===== src/rtl/mem_store_aligner.sv =====
`default_nettype none
// ============================================================================
// Module   : mem_store_aligner
// Purpose  : Places right-justified store data on 32-bit bus byte lanes,
//            builds byte strobes and issues one or two memory write beats.
// Revision : 1.0 - initial release
// ============================================================================
module mem_store_aligner #(
  parameter bit ALLOW_MISALIGNED = 1'b1
) (
  input  logic        clk,
  input  logic        rst_n,
  input  logic        st_valid,
  output logic        st_ready,
  input  logic [31:0] st_addr,
  input  logic [31:0] st_data,
  input  logic [2:0]  st_sel,
  output logic        st_done,
  output logic        st_err,
  output logic        mem_req,
  output logic [31:0] mem_addr,
  output logic [31:0] mem_wdata,
  output logic [3:0]  mem_wstrb,
  input  logic        mem_ack
);

  typedef enum logic [1:0] {
    IDLE  = 2'd0,
    BEAT0 = 2'd1,
    BEAT1 = 2'd2,
    DONE  = 2'd3
  } state_t;

  state_t      r_state;
  logic [31:0] r_hi_data;
  logic [3:0]  r_hi_strb;

  logic [1:0]  w_off;
  logic [3:0]  w_mask;
  logic [31:0] w_data_sized;
  logic        w_sel_ok;
  logic        w_misaligned;
  logic        w_illegal;
  logic [63:0] w_data64;
  logic [7:0]  w_strb8;

  // Size decode also strips the unused upper bits of the store data.
  always_comb begin
    w_mask       = 4'b0000;
    w_data_sized = 32'd0;
    w_sel_ok     = 1'b1;
    case (st_sel)
      3'b000: begin
        w_mask       = 4'b0001;
        w_data_sized = {24'd0, st_data[7:0]};
      end
      3'b001: begin
        w_mask       = 4'b0011;
        w_data_sized = {16'd0, st_data[15:0]};
      end
      3'b010: begin
        w_mask       = 4'b1111;
        w_data_sized = st_data;
      end
      default: w_sel_ok = 1'b0;
    endcase
  end

  assign w_off        = st_addr[1:0];
  assign w_data64     = {32'd0, w_data_sized} << {w_off, 3'b000};
  assign w_strb8      = {4'b0000, w_mask} << w_off;
  assign w_misaligned = ((st_sel == 3'b001) && w_off[0]) ||
                        ((st_sel == 3'b010) && (w_off != 2'b00));
  assign w_illegal    = !w_sel_ok || (!ALLOW_MISALIGNED && w_misaligned);

  assign st_ready = (r_state == IDLE);

  always_ff @(posedge clk or negedge rst_n) begin
    if (!rst_n) begin
      r_state   <= IDLE;
      r_hi_data <= 32'd0;
      r_hi_strb <= 4'b0000;
      mem_req   <= 1'b0;
      mem_addr  <= 32'd0;
      mem_wdata <= 32'd0;
      mem_wstrb <= 4'b0000;
      st_done   <= 1'b0;
      st_err    <= 1'b0;
    end else begin
      case (r_state)
        IDLE: begin
          if (st_valid) begin
            if (w_illegal) begin
              r_state <= DONE;
              st_done <= 1'b1;
              st_err  <= 1'b1;
            end else begin
              r_state   <= BEAT0;
              mem_req   <= 1'b1;
              mem_addr  <= {st_addr[31:2], 2'b00};
              mem_wdata <= w_data64[31:0];
              mem_wstrb <= w_strb8[3:0];
              r_hi_data <= w_data64[63:32];
              r_hi_strb <= w_strb8[7:4];
            end
          end
        end
        BEAT0: begin
          if (mem_ack) begin
            if (r_hi_strb != 4'b0000) begin
              // Second beat follows immediately; address wraps at 4 GiB.
              r_state   <= BEAT1;
              mem_addr  <= mem_addr + 32'd4;
              mem_wdata <= r_hi_data;
              mem_wstrb <= r_hi_strb;
            end else begin
              r_state   <= DONE;
              mem_req   <= 1'b0;
              mem_addr  <= 32'd0;
              mem_wdata <= 32'd0;
              mem_wstrb <= 4'b0000;
              st_done   <= 1'b1;
              st_err    <= 1'b0;
            end
          end
        end
        BEAT1: begin
          if (mem_ack) begin
            r_state   <= DONE;
            mem_req   <= 1'b0;
            mem_addr  <= 32'd0;
            mem_wdata <= 32'd0;
            mem_wstrb <= 4'b0000;
            st_done   <= 1'b1;
            st_err    <= 1'b0;
          end
        end
        DONE: begin
          r_state <= IDLE;
          st_done <= 1'b0;
          st_err  <= 1'b0;
        end
        default: r_state <= IDLE;
      endcase
    end
  end

endmodule
`default_nettype wire


===== config.mk =====
export PLATFORM = sky130hd
export DESIGN_NAME = mem_store_aligner
export DESIGN_NICKNAME = d
export VERILOG_FILES = /design/src/rtl/mem_store_aligner.sv
export SDC_FILE = /design/constraint.sdc
export NUM_CORES = 1
export LEC_CHECK = 0
export CAP_MARGIN = 25
export CORE_UTILIZATION = 53
export CTS_BUF_LIST = sky130_fd_sc_hd__clkbuf_16
export DETAILED_ROUTE_END_ITERATION = 6
export GPL_ROUTABILITY_DRIVEN = 0
export GPL_TIMING_DRIVEN = 0
export PLACE_DENSITY = 0.93
export RECOVER_POWER = 100
export REMOVE_ABC_BUFFERS = 1
export SETUP_SLACK_MARGIN = 0.1
export SLEW_MARGIN = 20
export SYNTH_ARGS = -nofsm -noshare
export SYNTH_HDL_FRONTEND = slang
export SYNTH_SLANG_ARGS = --single-unit
export TNS_END_PERCENT = 100

===== constraint.sdc =====
create_clock -name clk -period 4.5 [get_ports clk]
set_clock_uncertainty 0.1 [all_clocks]
set_input_delay 0.9 -clock clk [delete_from_list [all_inputs] [get_ports clk]]
set_output_delay 0.9 -clock clk [all_outputs]
set_load 0.1 [all_outputs]

# [Word-level counts from Yosys, hierarchy flattened]
# Index checks and enable logic that the tools add are counted.
[word_totals] register_bits=109 latch_bits=0 ram_bits=0 romBits=0 in_bits=71 wordCells=72 mem_count=0
[classes] add_sub_neg=1 n_mul=0 div=0 magnitude_cmp=0 n_eq_ne=11 n_shift=2 n_mux=39 bitwise=0 n_reduce_logical=10
[ops] cell="2-to-1 mux 32 bit" n=9
[ops] cell="one-hot mux 32 bit (3 select lines)" n=3
[ops] cell="left shift 32 x 5 -> 64 bit" n=1
[ops] cell="adder 32 x 3 -> 32 bit (second input constant)" n=1
[ops] cell="one-hot mux 4 bit (3 select lines)" n=2
[ops] cell="2-to-1 mux 4 bit" n=5
[ops] cell="2-to-1 mux 1 bit" n=12
[ops] cell="inequality test 2 bit (second input constant)" n=5
[ops] cell="AND reduction 5 bit" n=2
[ops] cell="2-to-1 mux 2 bit" n=4
[ops] cell="one-hot mux 1 bit (4 select lines)" n=2
[ops] cell="one-hot mux 2 bit (4 select lines)" n=1
[ops] cell="left shift 4 x 2 -> 8 bit" n=1
[ops] cell="AND reduction 3 bit" n=2
[ops] cell="AND reduction 6 bit" n=1
[ops] cell="equality test 2 bit (second input constant)" n=2
[ops] cell="nonzero test 4 bit" n=1
[ops] cell="equality test 3 x 1 -> 1 bit (second input constant)" n=1
[ops] cell="equality test 3 x 2 -> 1 bit (second input constant)" n=1
[ops] cell="logical NOT 3 bit" n=1
[ops] cell="one-hot mux 1 bit (3 select lines)" n=1
[ops] cell="nonzero test 3 bit" n=1
[ops] cell="OR reduction 3 bit" n=1
[ops] cell="equality test 2 x 1 -> 1 bit (second input constant)" n=1
[ops] cell="other kinds (2)" n=2

# [Longest topological paths before layout]
# Gate-level depths: netlist of the first run.
[logic_depth] ltp_word=6 depth_mapped=11

# [Worst setup path before layout of the first run]
# Ideal clock, no wire load.
[synth_timing] path_type="register -> register" start="reg r_state[0]" end="reg mem_wstrb[3]" setup_ns=0.110 arrival_ns=2.614 required_time_ns=4.290 path_slack_ns=1.676 path_stages_with_launch=11 n_path_buf=4 synth_period_minus_slack_ns=2.824 path_cell_list="dfrtp_1 -> inv_1 -> ha_1 -> clkbuf_1 -> inv_1 -> o2111ai_1 -> buf_2 -> buf_2 -> buf_2 -> nand2_1 -> o41ai_1"
[synth_between] elab_chain_len=3 word_cells_on_any_way=10 cone_classes="eq/ne: 6; mux: 1; reduce/logical: 3"
[synth_rtl] item="start: declaration" line_no="34" rtl="state_t r_state;"
[synth_rtl] item="start signal: assignment" line_no="80" rtl="r_state <= IDLE;"
[synth_rtl] item="start signal: assignment" line_no="94" rtl="r_state <= DONE;"
[synth_rtl] item="start signal: assignment" line_no="98" rtl="r_state <= BEAT0;"
[synth_rtl] item="logical NOT 2 bit *"
[synth_rtl] item="via st_ready" line_no="14" rtl="output logic st_ready,"
[synth_rtl] item="inequality test 2 x 1 -> 1 bit (no source line), or another cell as far along"
[synth_rtl] item="AND reduction 5 bit (no source line)"
[synth_rtl] item="end signal: assignment" line_no="102" rtl="mem_wstrb <= w_strb8[3:0];"
[synth_rtl] item="end signal: assignment" line_no="115" rtl="mem_wstrb <= r_hi_strb;"
[synth_rtl] item="end: declaration" line_no="23" rtl="output logic [3:0] mem_wstrb,"
# The timed path passes the listed nets; every way through them passes the cells marked *.
# A chain may end at the register's enable or synchronous reset.

# [Worst setup path after layout of the first run]
[layout_timing] start="in st_sel[2]" end="reg r_hi_data[21]"
[layout_between] elab_chain_len=4 word_cells_on_any_way=8 cone_classes="eq/ne: 2; shift: 1; mux: 2; reduce/logical: 3"
[layout_rtl] item="start: declaration" line_no="17" rtl="input logic [2:0] st_sel,"
[layout_rtl] item="branches (longest 4 deep; another with left shift 32 x 5 -> 64 bit)"
[layout_rtl] item="end signal: assignment" line_no="103" rtl="r_hi_data <= w_data64[63:32];"
[layout_rtl] item="end: declaration" line_no="35" rtl="logic [31:0] r_hi_data;"
# Parallel ways; which one is timed is not known.

==> results of run 1 <==
[layout by cell type, fill, tap and decap left out, types with 6 or more instances in the layout]
master	instances
o21a_1	6
ha_1	7
a32oi_1	15
a222oi_1	8
inv_1	15
and3_1	8
dfrtp_1	98
clkbuf_16	9
nand4_1	6
o221ai_1	6
nand2_1	83
a22oi_1	31
nor2_1	34
a22o_1	11
a21oi_1	19
a31oi_1	14
mux2_2	9
mux2i_1	9
clkdlybuf4s50_1	66
dlygate4sd3_1	72
o21ai_0	103
[stage by stage]
stage          cells  utilization [%]
6_report         853             73.6
5_1_grt          853             73.6
4_1_cts          853             74.2
3_5_place_dp     837             70.7
3_3_place_gp     831             69.2
2_1_floorplan    558                -
[layout make-up]
| cell class | count | area, um2 | share of cell area, % |
|---|---|---|---|
| clock buffer | 9 | 225 | 3.09 |
| clock inverter | 7 | 118 | 1.61 |
| inverter | 15 | 56.3 | 0.771 |
| multi-input combinational | 445 | 2790 | 38.2 |
| sequential | 98 | 2450 | 33.6 |
| tap | 133 | 166 | 2.28 |
| timing repair buffer | 146 | 1500 | 20.5 |
[synthesized netlist by cell type (all sizes together) (11+ instances only)]
cell / instances / share of area [%]
o21ai: 103 / 9.4
dfrtp: 98 / 45
nand2: 83 / 5.7
nor2: 37 / 2.6
clkbuf: 34 / 2.3
a22oi: 31 / 4.2
a21oi: 20 / 1.9
a32oi: 15 / 2.4
buf: 15 / 1.5
a31oi: 14 / 1.6
inv: 14 / 0.96
a22o: 11 / 1.8
[report_power, final]
part	total (mW)	switching [mW]	internal (mW)
clock network	0.886	0.342	0.543
logic	3.53	2.66	0.868
registers	1.44	0.271	1.17
[registers in the layout (all words and copies together), names as in the netlist]
register	count
r_hi_data	24
mem_wstrb	4
r_hi_strb	3
st_err	1
st_done	1
r_state	2
mem_req	1
mem_addr	30
mem_wdata	32
[worst reg2reg max path, delay by kind of cell, from the launching register on]
family,cells,cell delay (ps)
and+or+nand+nor,2,1440
adders and majority gates,1,580
DFF,1,420
buffers and inverters,2,710
AOI/OAI and AO/OA,2,440
[kinds of logic after synthesis]
| group | Yosys count |
|---|---|
| other | 1 |
| AND/OR/NAND/NOR | 172 |
| buffers and inverters | 64 |
| multiplexers | 18 |
| AO/OA/AOI/OAI | 246 |
| adder cells (fa/ha/maj) | 7 |
| flip-flops | 98 |
[layer usage]
| metal | wire length (um) | GRT usage (%) | up-vias |
|---|---|---|---|
| li1 | - | - | 2486 |
| met1 | 6340 | 39.5 | 2619 |
| met2 | 7550 | 49.3 | 371 |
| met3 | 1480 | 5.16 | 65 |
| met4 | 530 | 13.2 | 0 |
| met5 | 0 | 0 | - |
[worst max path at each step]
| stage | startpoint | to | slack [ps] | cells after the start |
|---|---|---|---|---|
| floorplan | r_state[0]$_DFFE_PN0P_ | mem_addr[31]$_DFFE_PN0P_ | -1520 | 7 |
| global placement | st_sel[2] | mem_addr[31]$_DFFE_PN0P_ | -3760 | 6 |
| detailed placement | st_sel[2] | mem_addr[31]$_DFFE_PN0P_ | 190 | 9 |
| CTS | st_sel[2] | mem_addr[31]$_DFFE_PN0P_ | 560 | 9 |
| global route | st_sel[2] | r_hi_data[21]$_DFFE_PN0P_ | 220 | 4 |
| finish | st_sel[2] | r_hi_data[21]$_DFFE_PN0P_ | 460 | 4 |
==> run_results.csv, run 1 <==
group,metric,value,unit
outcome,status,"complete, but fails checks",
outcome,failed_checks,"capacitance limit, slew limit",
clock_network,clock_path_buffers,2,
worst_hold_path,holdCritPathClass,"reg -> reg",
sta,whs,376,ps
drt,first_pass_iters,5,
drt,postRouteAntennaNets,0,
worst_hold_path,hold_start,"mem_wdata[21]$_DFFE_PN0P_",
drt,routed-via-count,5541,
layout,area_growth,32.8,%
die,row_count,36,
critical_path,worstReg2RegEnd,"mem_wdata[23]$_DFFE_PN0P_",
layout,antennaDiodeCount,0,
critical_path,r2r_slack,720,ps
synthesis,avgSynthCellArea,9.07,um2
clock_network,cts_tree,"done",
grt,grt_pass1_vias,5398,
pwr,powerDensity,803,nW/um2
drt,wl_per_cell,18.6,um
die,boundaryPins,143,
sta,slew_headroom,-15.2,%
sta,rsz0062_at_grt,"false",
pwr,finalPower,5.86,mW
die,coreArea,9910,um2
synthesis,synth_fa_ha_area_share,1.59,%
critical_path,critical_path.max_stage_delay,1100,ps
placed_design,place_area,7010,um2
critical_path,r2r_cells,7,
critical_path,crit_chain,"dlygate4sd3_1 > a21oi_2 > nand3_1 > a22o_1",
critical_path,path_delay_family,"compound AO/OA/AOI/OAI gates",
clock_network,cts_resized,0,
grt,overflow,0,
sta,fin_crit,4040,ps
sta,tns,0,ps
critical_path,slowest_stage,"nand3_1",
synthesis,synth_cell_types,62,
layout,layout-drive-gt1-share,6.53,%
layout,fin_nets,793,
grt,grtUsageTotal,30.2,%
synthesis,synth-seq-cells,98,
pwr,peakVddDrop,0.000497,V
grt,antenna_found_initial,0,
clock_network,clkLatencyLatePin,350,ps
grt,grt_max_degree,68,
clock_network,clk_transition_reported_paths,70,ps
placed_design,port_buffers,140,
synthesis,netlist_area,5500,um2
synthesis,ys_seq_area_share,44.6,%
synthesis,synthXorXnorAreaFrac,0,%
critical_path,crit_type,"in -> reg",
clock_network,h-tree-depth,3,
layout,fill_cells,679,
flow_run,cap_violations,2,
synthesis,synth_top_family_by_area,"compound AO/OA/AOI/OAI gates",
critical_path,worst-path-max-fanout,36,
synthesis,yosys_warnings,0,
sta,finalSetupViolCount,0,
placed_design,place_ws,191,ps
critical_path,rr_startpoint,"r_state[0]$_DFFE_PN0P_",
sta,fin_crit_sh,89.9,%
die,start_util,55.5,%
critical_path,cp-start-kind,"input pin",
clock_network,post-cts-setup-buffers,0,
synthesis,synth_edf_count,0,
clock_network,cts_root_buffer,"clkbuf_16",
clock_network,cts_buffers,9,
synthesis,synth_compound_area_share,29.7,%
critical_path,cp.required,4630,ps
pwr,power_leakage,3.13,nW
drt,wirelength,15.9,mm
clock_network,cts_hold_buffers,0,
critical_path,cp-end-kind,"flop",
die,die_x,104,um
sta,hold_viol,0,
sta,fin_ws,455,ps
drt,drc_errors,0,
synthesis,syn_inst,606,
synthesis,synthSimpleGateAreaFrac,15.7,%
drt,drt_iter0_drc,537,
clock_network,cts.sinks,98,
synthesis,synthMuxAreaShare,3.48,%
die,fp.dieArea,10800,um2
sta,drv_slew,101,
worst_hold_path,min_to,"mem_wdata[21]$_DFFE_PN0P_",
die,chipHeight,104,um
sta,timing.fmax,247,MHz
placed_design,hpwl,11.0,mm
worst_hold_path,holdPathStages,2,
synthesis,async_flop_share,100,%
drt,vias_per_cell,6.50,
layout,final_cell_area,7300,um2
grt,grt_pass1_wl,26.3,mm
critical_path,worst-path-buf-inv,1,
synthesis,synth_flop_cell,"dfrtp_1",
critical_path,cp.arrival,4180,ps
sta,worst_pin_slew,1730,ps
No activity file was read; power rests on OpenSTA's default activity.
==> run 2, diff against run 1 <==
--- a/config.mk
+++ b/config.mk
@@ -11,7 +11,7 @@
 export DETAILED_ROUTE_END_ITERATION = 6
 export GPL_ROUTABILITY_DRIVEN = 0
 export GPL_TIMING_DRIVEN = 0
-export PLACE_DENSITY = 0.93
+export PLACE_DENSITY_LB_ADDON = 0.25
 export RECOVER_POWER = 100
 export REMOVE_ABC_BUFFERS = 1
 export SETUP_SLACK_MARGIN = 0.1
==> run 2 against run 1 <==
  * The flow finishes with violations (DRC, capacitance limit, slew limit)
  * Maximum frequency is 2.7% lower
  * Largest power group unchanged
  * Register-to-register slack worse by 110 ps
  * Die area stayed put
  * Highest routed layer unchanged
  * Clock power is 10% lower
  * Via count is 1.1% lower
  * Final cell count stayed put
  * Design area is 0.31% lower
  * Wire length is 0.37% lower
  * Global-route usage is 0.31 points lower
  * Non-clock buffer count stayed put
  * Worst setup slack worse by 110 ps
  * Total power is 1.2% lower
==> run_results.csv, run 2 (synthesis gave the netlist of run 1 again) <==
group,metric,value,unit
drt,postRouteAntennaNets,0,
critical_path,cp.arrival,4280,ps
clock_network,clock_path_buffers,2,
critical_path,crit_type,"in -> reg",
critical_path,cp.required,4630,ps
sta,tns,0,ps
die,die_x,104,um
layout,layout-drive-gt1-share,6.81,%
grt,grt_pass1_wl,26.0,mm
critical_path,worst-path-max-fanout,36,
critical_path,cp-start-kind,"input pin",
layout,finalNonFillerCells,853,
grt,grt_max_degree,58,
layout,reg_top3,"mem_wdata (32), mem_addr (30), r_hi_data (24)",
critical_path,cp-end-kind,"flop",
clock_network,clk_transition_reported_paths,70,ps
layout,seq_area,2450,um2
placed_design,place_ws,98.4,ps
layout,antennaDiodeCount,0,
sta,hold_viol,0,
die,chipHeight,104,um
sta,fin_crit,4160,ps
sta,worst_pin_slew,2310,ps
placed_design,port_buffers,140,
sta,fin_ws,344,ps
clock_network,cts_hold_buffers,0,
layout,multi_input_area,2800,um2
layout,fin_nets,793,
placed_design,hpwl,10.7,mm
drt,drt_iter0_drc,390,
sta,timing.fmax,241,MHz
worst_hold_path,holdCritPathClass,"reg -> reg",
clock_network,cts.sinks,98,
worst_hold_path,hold_start,"mem_wdata[18]$_DFFE_PN0P_",
outcome,status,"complete, but fails checks",
die,boundaryPins,143,
clock_network,cts_tree,"done",
layout,largest_reg_flops,32,
layout,fill_cells,740,
pwr,powerDensity,796,nW/um2
sta,rsz0062_at_grt,"false",
worst_hold_path,holdPathStages,2,
drt,drc_errors,1,
sta,drv_slew,43,
pwr,peakVddDrop,0.000434,V
pwr,power_leakage,3.11,nW
drt,routed-via-count,5482,
drt,wirelength,15.8,mm
clock_network,clkLatencyLatePin,350,ps
critical_path,r2r_cells,7,
drt,wl_per_cell,18.6,um
critical_path,worstReg2RegEnd,"mem_wdata[19]$_DFFE_PN0P_",
grt,overflow,0,
critical_path,r2r_slack,610,ps
die,row_count,36,
drt,first_pass_iters,7,
sta,fin_crit_sh,92.4,%
layout,final_cell_area,7280,um2
grt,grtUsageTotal,29.8,%
sta,finalSetupViolCount,0,
clock_network,cts_buffers,9,
clock_network,h-tree-depth,3,
flow_run,cap_violations,1,
layout,area_growth,32.4,%
placed_design,dp_cells,837,
layout,largest-register,"mem_wdata",
drt,vias_per_cell,6.43,
outcome,failed_checks,"DRC, capacitance limit, slew limit",
placed_design,place_area,7020,um2
grt,grt_pass1_vias,5155,
worst_hold_path,min_to,"mem_wdata[18]$_DFFE_PN0P_",
clock_network,cts_root_buffer,"clkbuf_16",
sta,slew_headroom,-53.7,%
critical_path,rr_startpoint,"r_state[0]$_DFFE_PN0P_",
die,coreArea,9910,um2
clock_network,post-cts-setup-buffers,0,
die,start_util,55.5,%
layout,final_common_cell,"o21ai_0",
grt,antenna_found_initial,0,
sta,whs,374,ps
layout,layout_common_cells,"o21ai_0 (103), dfrtp_1 (98), nand2_1 (83)",
die,fp.dieArea,10800,um2
clock_network,cts_resized,0,
[run 2: final cells by class]
type | count | share of cell area (%)
clock inverters | 7 | 1.07
flip-flops and latches | 98 | 33.7
repair buffers | 146 | 20.6
clock buffers | 9 | 3.10
inverters | 15 | 0.774
multi-input cells | 445 | 38.5
well taps | 133 | 2.29
[run 2: worst max-delay path by stage]
stage / start / end / slack [ps] / cells past startpoint
floorplan: r_state[0]$_DFFE_PN0P_ / mem_addr[31]$_DFFE_PN0P_ / -1520 / 7
global placement: st_sel[2] / mem_addr[31]$_DFFE_PN0P_ / -3810 / 6
detailed placement: st_sel[2] / mem_addr[31]$_DFFE_PN0P_ / 100 / 9
CTS: st_sel[2] / mem_addr[31]$_DFFE_PN0P_ / 470 / 9
global route: rst_n / mem_wdata[27]$_DFFE_PN0P_ / 200 / 2
finish: st_sel[2] / r_hi_data[18]$_DFFE_PN0P_ / 340 / 4
[run 2: metal layers]
metal | share of wire, % | GRT usage (%) | vias up
li1 | - | - | 2496
met1 | 40 | 39.6 | 2628
met2 | 48 | 47.7 | 320
met3 | 9.6 | 6.80 | 38
met4 | 2.1 | 11.1 | 0
met5 | 0 | 0 | -
[run 2: power by group]
part           switching [mW]  internal, mW  total, mW
registers               0.268          1.17       1.44
logic                    2.67         0.889       3.56
clock network           0.357         0.436      0.793
total                    3.29          2.50       5.79
[run 2: critical path, cell delays in order]
cell and delay [ps]:
dlygate4sd3_1 790, a21oi_2 810, nand3_1 1170, a22o_1 600
[run 2: metrics by stage]
step | utilization [%] | power (mW)
6_report | 73.4 | 5.79
5_1_grt | 73.4 | 6.08
4_1_cts | 73.9 | 5.89
3_5_place_dp | 70.8 | 5.09
3_3_place_gp | 69.2 | 4.70
2_1_floorplan | - | 3.98
